### src/rtl/crc_check.sv
// CRC-4 (x^4+x+1) receive checker: tags each accepted codeword good/bad, queues it
// in a small FIFO, keeps saturating good/bad counts and a hysteretic link-error alarm.
module crc_check #(
  parameter int FIFO_DEPTH = 4,
  parameter int ERR_THRESH = 3,
  parameter int CLR_THRESH = 8
) (
  input  logic        CLK,
  input  logic        RST,
  input  logic [35:0] D_IN,
  input  logic        VALID_IN,
  output logic        READY_IN,
  output logic [31:0] D_OUT,
  output logic        ERR_OUT,
  output logic        VALID_OUT,
  input  logic        READY_OUT,
  output logic [15:0] GOOD_CNT,
  output logic [15:0] BAD_CNT,
  output logic        ALARM
);

  localparam int AW     = (FIFO_DEPTH > 1) ? $clog2(FIFO_DEPTH) : 1;
  localparam int CW     = AW + 1;
  localparam int RUN_MX = (ERR_THRESH > CLR_THRESH) ? ERR_THRESH : CLR_THRESH;
  localparam int RW     = $clog2(RUN_MX + 1);

  typedef enum logic {ST_NORMAL, ST_ALARM} state_t;

  // Long division unrolled one bit per stage, MSB first; stage gi consumes D_IN[35-gi].
  logic [36:0][3:0] rem_chain;
  assign rem_chain[0] = 4'h0;

  genvar gi;
  generate
    for (gi = 0; gi < 36; gi++) begin : g_div
      logic [4:0] shift_w;
      assign shift_w = {rem_chain[gi], D_IN[35-gi]};
      assign rem_chain[gi+1] = shift_w[4] ? (shift_w[3:0] ^ 4'b0011) : shift_w[3:0];
    end
  endgenerate

  logic word_bad;
  assign word_bad = |rem_chain[36];

  // FIFO storage: {data, bad}
  logic [32:0]   mem [FIFO_DEPTH];
  logic [AW-1:0] wr_ptr_reg;
  logic [AW-1:0] rd_ptr_reg;
  logic [CW-1:0] count_reg;
  logic          push;
  logic          pop;
  logic [32:0]   head;

  assign READY_IN  = (count_reg < CW'(FIFO_DEPTH));
  assign VALID_OUT = (count_reg != '0);
  assign push      = VALID_IN && READY_IN;
  assign pop       = VALID_OUT && READY_OUT;
  assign head      = mem[rd_ptr_reg];
  assign D_OUT     = VALID_OUT ? head[32:1] : 32'h0;
  assign ERR_OUT   = VALID_OUT && head[0];

  always_ff @(posedge CLK) begin
    if (push) begin
      mem[wr_ptr_reg] <= {D_IN[35:4], word_bad};
    end
  end

  always_ff @(posedge CLK) begin
    if (RST) begin
      wr_ptr_reg <= '0;
      rd_ptr_reg <= '0;
      count_reg  <= '0;
    end else begin
      if (push) wr_ptr_reg <= wr_ptr_reg + AW'(1);
      if (pop)  rd_ptr_reg <= rd_ptr_reg + AW'(1);
      case ({push, pop})
        2'b10:   count_reg <= count_reg + CW'(1);
        2'b01:   count_reg <= count_reg - CW'(1);
        default: count_reg <= count_reg;
      endcase
    end
  end

  logic [15:0] good_cnt_reg;
  logic [15:0] bad_cnt_reg;

  always_ff @(posedge CLK) begin
    if (RST) begin
      good_cnt_reg <= '0;
      bad_cnt_reg  <= '0;
    end else if (push) begin
      if (word_bad) begin
        if (bad_cnt_reg != 16'hFFFF) bad_cnt_reg <= bad_cnt_reg + 16'd1;
      end else begin
        if (good_cnt_reg != 16'hFFFF) good_cnt_reg <= good_cnt_reg + 16'd1;
      end
    end
  end

  assign GOOD_CNT = good_cnt_reg;
  assign BAD_CNT  = bad_cnt_reg;

  state_t        state_reg;
  state_t        state_next;
  logic [RW-1:0] run_reg;
  logic [RW-1:0] run_next;

  always_ff @(posedge CLK) begin
    if (RST) begin
      state_reg <= ST_NORMAL;
      run_reg   <= '0;
    end else begin
      state_reg <= state_next;
      run_reg   <= run_next;
    end
  end

  // The run counter tracks bad words while NORMAL and good words while in ALARM.
  always_comb begin
    state_next = state_reg;
    run_next   = run_reg;
    if (push) begin
      case (state_reg)
        ST_NORMAL: begin
          if (!word_bad) begin
            run_next = '0;
          end else if (run_reg >= RW'(ERR_THRESH - 1)) begin
            state_next = ST_ALARM;
            run_next   = '0;
          end else begin
            run_next = run_reg + RW'(1);
          end
        end
        default: begin
          if (word_bad) begin
            run_next = '0;
          end else if (run_reg >= RW'(CLR_THRESH - 1)) begin
            state_next = ST_NORMAL;
            run_next   = '0;
          end else begin
            run_next = run_reg + RW'(1);
          end
        end
      endcase
    end
  end

  assign ALARM = (state_reg == ST_ALARM);

endmodule

### config.mk
export PLATFORM = sky130hd
export DESIGN_NAME = crc_check
export DESIGN_NICKNAME = d
export VERILOG_FILES = /design/src/rtl/crc_check.sv
export SDC_FILE = /design/constraint.sdc
export NUM_CORES = 1
export LEC_CHECK = 0
export CORE_MARGIN = 10
export CORE_UTILIZATION = 50
export DETAILED_ROUTE_END_ITERATION = 12
export PLACE_DENSITY_LB_ADDON = 0.05
export REMOVE_ABC_BUFFERS = 1
export SYNTH_ARGS = -nofsm -noshare
export SYNTH_HDL_FRONTEND = slang
export SYNTH_SLANG_ARGS = --single-unit
### constraint.sdc
create_clock -name CLK -period 7.25 [get_ports CLK]
set_clock_uncertainty 0.15 [all_clocks]
set_input_delay 1.45 -clock CLK [delete_from_list [all_inputs] [get_ports CLK]]
set_output_delay 1.45 -clock CLK [all_outputs]
set_load 0.005 [all_outputs]
==> results of run 1 <==
[cell type report]
cell class / instances / area share, %
clock buffer: 23 / 5.12
clock inverter: 9 / 1.34
inverter: 12 / 0.473
multi-input combinational: 293 / 27.7
sequential: 178 / 51.3
tap: 188 / 2.47
timing repair buffer: 111 / 11.6
[layout by cell type, fill, tap and decap left out, drive strengths merged, types with 12 or more instances in the layout]
master         instances
edfxtp               132
clkdlybuf4s50        107
dfxtp                 46
and2                  40
nor2                  37
mux4                  33
xor2                  28
xnor2                 26
clkbuf                23
nand2                 21
a21oi                 15
nand4                 14
nand3                 13
inv                   12
xnor3                 12
[synthesized netlist by cell type (3+ instances only)]
| cell type | instances | area [µm²] |
|---|---|---|
| edfxtp_1 | 132 | 3960 |
| dfxtp_1 | 46 | 921 |
| and2_1 | 40 | 250 |
| nor2_1 | 37 | 139 |
| mux4_2 | 33 | 743 |
| xor2_1 | 28 | 245 |
| xnor2_1 | 26 | 228 |
| nand2_1 | 21 | 78.8 |
| a21oi_1 | 15 | 75.1 |
| clkbuf_1 | 15 | 56.3 |
| nand3_1 | 13 | 65.1 |
| nand4_1 | 13 | 81.3 |
| inv_1 | 12 | 45.0 |
| xnor3_1 | 12 | 270 |
| ha_1 | 9 | 113 |
| and3_1 | 7 | 43.8 |
| o21ai_0 | 7 | 35.0 |
| or3_1 | 6 | 37.5 |
| mux2i_1 | 4 | 40.0 |
| buf_1 | 3 | 11.3 |
| buf_2 | 3 | 15.0 |
| or4_1 | 3 | 22.5 |
[cells by family after synthesis]
| family | synth area share, % |
|---|---|
| flops | 63.7 |
| simple gates | 10.4 |
| xor+xnor | 9.69 |
| mux | 10.2 |
| buf+inv | 1.96 |
| compound gates | 2.27 |
| fa+ha+maj | 1.73 |
[metal layers]
metal / global-route usage (%) / wire length [µm]
met4: 5.16 / 163
met3: 5.12 / 941
met2: 24.9 / 7570
met5: 0 / 0
met1: 19.2 / 6780
[worst max-delay path, cell delays in order]
cell and delay (ns):
clkdlybuf4s50_1 0.55, xnor3_1 0.47, xnor2_1 0.28, xnor3_1 0.39
or2_0 0.21, mux2i_1 0.19, and2_1 0.60, nand4_4 0.28
or4_1 0.46, a21oi_1 0.15
[how the worst max path moves through the flow]
| stage | start | end |
|---|---|---|
| final | D_IN[23] | GOOD_CNT[13] |
| after global routing | D_IN[24] | GOOD_CNT[13] |
| after CTS | D_IN[23] | GOOD_CNT[13] |
| after detailed placement | D_IN[24] | GOOD_CNT[13] |
| after global placement | D_IN[24] | GOOD_CNT[15] |
| after floorplan | D_IN[23] | GOOD_CNT[13] |
[stage by stage]
stage / worst slack, ns / total power [mW] / utilization [%]
2_1_floorplan: 3.07 / 1.85 / -
3_3_place_gp: 2.12 / 2.32 / 59.0
3_5_place_dp: 1.98 / 2.33 / 59.0
4_1_cts: 2.42 / 3.28 / 63.1
5_1_grt: 2.15 / 3.41 / 63.1
6_report: 2.41 / 3.22 / 63.1
[power by group]
group	switching, mW	total, mW	internal [mW]
Combinational	0.463	1.02	0.559
Sequential	0.0394	1.26	1.22
Clock	0.365	0.943	0.578
==> flow_metrics.py, run 1 <==
metrics = {
    "placed_design": {
        "dpl.hpwl_um": 9690,
        "port_buffers": 107,
        "gp_congestion": 0.778,
        "dp.cells": 782,
        "placed_area_mm2": 0.00891,
    },
    "worst_hold_path": {
        "hold_depth": 2,
        "min_from": "run_reg[3]",
        "hp-class": "register to register",
        "hold_end": "run_reg[3]",
    },
    "worst_setup_path": {
        "critical_path_class": "primary input to register",
        "reg2reg_from": "count_reg[2]",
        "critPathArrivalTime_ns": 5.04,
        "start_kind": "primary input",
        "timing.rr.end": "BAD_CNT[8]",
        "cp_max_fo": 16,
        "critPathRequiredTime_ns": 7.45,
        "cp-end-kind": "register",
        "reg2reg_slack_ns": 4.46,
        "ff2ff_path_depth": 8,
    },
    "sta": {
        "slew_violations": 0,
        "hold_viol": 0,
        "finalCriticalPeriod_ns": 4.84,
        "fmax_ghz": 0.207,
        "period_share_pct": 66.8,
        "tightest_slew_ns": 1.09,
        "setup_tns_ns": 0,
        "hold_ws_ns": 0.322,
        "slew_headroom_pct": 26.9,
        "setup_violations": 0,
        "rsz0062_at_grt": "false",
    },
    "synthesis": {
        "synth_warnings": 0,
        "avgSynthCellArea_um2": 15.2,
        "synth_edf_count": 132,
        "synth_seq_cells": 178,
        "ys_async_sr_fraction_pct": 0,
        "ys_types": 39,
        "postSynthCellCount": 506,
        "seq_area_frac_synth_pct": 63.7,
        "syn_area_mm2": 0.00767,
        "synth_ff_type": "edfxtp_1",
    },
    "global_route": {
        "grt_max_degree": 45,
        "antenna_found_initial": 1,
        "overflow": 0,
        "grt_pass1_vias": 4558,
        "grt_pass1_wl_um": 24400,
        "grt_usage_pct": 15.5,
    },
    "clock_tree": {
        "ctsHtreeMaxLevel": 4,
        "hold_buffers": 0,
        "clk_pin_slew_ns": 0.06,
        "post_cts_buffers": 0,
        "cts.sink_count": 178,
        "numCtsBuffers": 17,
        "clk_latency_ns": 0.42,
        "cts_resized": 0,
        "cts_tree": "done",
        "ctsRootBufferMaster": "clkbuf_16",
        "cts_buffer_depth": 2,
    },
    "finish": {
        "top_register": "mem",
        "finalNetCount": 663,
        "regArea_mm2": 0.00489,
        "diodes": 0,
        "area_delta_synth_final_pct": 24.2,
        "drive_gt1_share_pct": 11.7,
        "largest_reg_flops": 132,
        "instances_no_fill": 814,
        "fillers": 1121,
        "final_area_mm2": 0.00953,
        "multi_input_area_mm2": 0.00264,
    },
    "power_and_ir_drop": {
        "vdd_drop_max_uv": 241,
        "leakage_nw": 3.25,
        "power_density_mw_per_mm2": 339,
    },
    "die": {
        "rows": 45,
        "die_h_um": 144,
        "core_area_mm2": 0.0151,
        "die_area_mm2": 0.0207,
        "start_util_pct": 50.8,
        "pin_count": 108,
        "die_w_um": 144,
    },
    "routing": {
        "drt_iter0_drc": 203,
        "firstDrtPassIters": 4,
        "avgViaCountPerCell": 5.35,
        "via_count": 4351,
        "drtAntennaViolNets": 0,
        "drc": 0,
        "routed_wirelength_um": 15500,
        "post_drt_wl_per_cell_um": 19.0,
    },
    "run": {
        "max-cap-violations": 0,
    },
    "run_status": {
        "outcome": "finished, final reports clean",
    },
}
(Power assumes the default switching activity.)
==> run 2, diff against run 1 <==
==> constraint.sdc (replaced) <==
create_clock -name CLK -period 4.85 [get_ports CLK]
set_clock_uncertainty 0.15 [all_clocks]
set_input_delay 0.97 -clock CLK [delete_from_list [all_inputs] [get_ports CLK]]
set_output_delay 0.97 -clock CLK [all_outputs]
set_load 0.005 [all_outputs]
==> run 2 against run 1 <==
Compared with the run above: flip-flop and latch count unchanged; worst hold slack worse by 0.0033 ns; routed wire length up 1.5%; largest power group unchanged; register-to-register slack worse by 2.4 ns; clock power up 59%; first-iteration DRC count down 2.5%; non-clock buffer count up 3; global-route usage up 0.70 points; critical endpoint unchanged; setup slack worse by 1.6 ns; via count up 1.5%; final cell count up 0.37%.
==> flow_metrics.py, run 2 (same netlist as run 1, synthesis figures left out) <==
metrics = {
    "routing": {
        "firstDrtPassIters": 4,
        "routed_wirelength_um": 15700,
        "via_count": 4416,
        "avgViaCountPerCell": 5.41,
        "post_drt_wl_per_cell_um": 19.2,
        "drt_iter0_drc": 198,
        "drtAntennaViolNets": 0,
        "drc": 0,
    },
    "power_and_ir_drop": {
        "pwr-share-clk_pct": 30.3,
        "vdd_drop_max_uv": 287,
        "power_mw": 4.94,
        "p_comb_share_pct": 31.5,
        "switching_share_pct": 26.2,
        "p_seq_share_pct": 38.2,
        "power_switching_mw": 1.29,
        "p_int_mw": 3.64,
        "leakage_nw": 3.28,
        "power_density_mw_per_mm2": 515,
    },
    "clock_tree": {
        "ctsHtreeMaxLevel": 4,
        "cts_tree": "done",
        "clk_pin_slew_ns": 0.06,
        "cts_resized": 0,
        "hold_buffers": 0,
        "numCtsBuffers": 17,
        "cts_buffer_depth": 2,
        "ctsRootBufferMaster": "clkbuf_16",
        "clk_latency_ns": 0.42,
        "cts.sink_count": 178,
        "post_cts_buffers": 0,
    },
    "die": {
        "pin_count": 108,
        "die_h_um": 144,
        "core_area_mm2": 0.0151,
        "rows": 45,
        "die_area_mm2": 0.0207,
        "start_util_pct": 50.8,
        "die_w_um": 144,
    },
    "worst_setup_path": {
        "critPathArrivalTime_ns": 4.19,
        "cp-end-kind": "register",
        "cp_max_fo": 14,
        "critical_path_class": "primary input to register",
        "critPathRequiredTime_ns": 5.03,
        "start_kind": "primary input",
    },
    "finish": {
        "multi_input_area_mm2": 0.00264,
        "drive_gt1_share_pct": 11.6,
        "area_delta_synth_final_pct": 25.0,
        "fillers": 1177,
        "finalNetCount": 666,
        "layout_commonest_cell": "edfxtp_1",
        "top_register": "mem",
        "final_cell_mix": "132 x edfxtp_1, 107 x clkdlybuf4s50_1, 45 x dfxtp_1, 37 x nor2_1, 36 x and2_1",
        "largest_reg_flops": 132,
        "diodes": 0,
        "regArea_mm2": 0.00489,
    },
    "global_route": {
        "grt_pass1_wl_um": 25600,
        "grt_pass1_vias": 4710,
        "grt_usage_pct": 16.2,
        "grt_max_degree": 34,
        "overflow": 0,
        "antenna_found_initial": 1,
    },
    "run_status": {
        "outcome": "finished, final reports clean",
    },
    "run": {
        "max-cap-violations": 0,
    },
    "sta": {
        "tightest_slew_ns": 0.951,
        "rsz0062_at_grt": "false",
        "finalCriticalPeriod_ns": 4.00,
        "hold_viol": 0,
        "fmax_ghz": 0.250,
        "setup_tns_ns": 0,
        "slew_violations": 0,
        "setup_violations": 0,
        "slew_headroom_pct": 36.6,
        "period_share_pct": 82.5,
    },
    "worst_hold_path": {
        "hp-class": "register to register",
    },
    "placed_design": {
        "gp_congestion": 0.749,
        "dpl.hpwl_um": 10000,
        "port_buffers": 107,
    },
}
run 2: worst max-delay path: stages:
cell and delay [ns]:
clkdlybuf4s50_1 0.65, xnor3_1 0.48, xnor3_1 0.40, xnor3_1 0.22, or2_0 0.20, mux2i_1 0.21, and2_1 0.24, nand4_4 0.21
or4_1 0.44, a21oi_1 0.16
run 2: through the flow:
| step | utilization [%] | cell area (µm²) | setup WS, ns | hold slack [ns] | instances |
|---|---|---|---|---|---|
| 2_1_floorplan | - | 7560 | 1.15 | 0.279 | 483 |
| 6_report | 63.5 | 9590 | 0.848 | 0.319 | 817 |
| 3_3_place_gp | 59.2 | 8940 | 0.527 | 0.302 | 785 |
| 4_1_cts | 63.5 | 9590 | 0.867 | 0.319 | 817 |
| 5_1_grt | 63.5 | 9590 | 0.593 | 0.340 | 817 |
| 3_5_place_dp | 59.2 | 8940 | 0.461 | 0.311 | 785 |
run 2: worst paths after layout:
kind | cells past startpoint | slack, ns | start | end
hold / removal | 2 | 0.32 | run_reg[3] | run_reg[3]
setup reg to reg | 9 | 2.02 | count_reg[0] | count_reg[2]
hold reg to reg | 2 | 0.32 | run_reg[3] | run_reg[3]
setup / recovery | 10 | 0.85 | D_IN[9] | GOOD_CNT[13]
run 2: power groups by stage:
stage	clock network (mW)	logic, mW	registers, mW
2_1_floorplan	0	0.791	1.97
3_3_place_gp	0	1.59	1.91
3_5_place_dp	0	1.60	1.92
4_1_cts	1.53	1.61	1.89
5_1_grt	1.59	1.72	1.90
6_report	1.50	1.55	1.89
run 2: final cells by class:
cell class                 count  area share, %
sequential                   178           51.0
clock inverter                13           2.23
tap                          188           2.45
timing repair buffer         114           11.9
inverter                      12          0.470
clock buffer                  19           4.52
multi-input combinational    293           27.5
run 2: layer usage:
layer	part of all wire, %	up-vias	global-route usage [%]
met2	49	97	26.5
met4	1.1	0	5.32
met3	5.9	13	5.02
met1	44	2216	19.9
met5	0	-	0
li1	-	2090	-
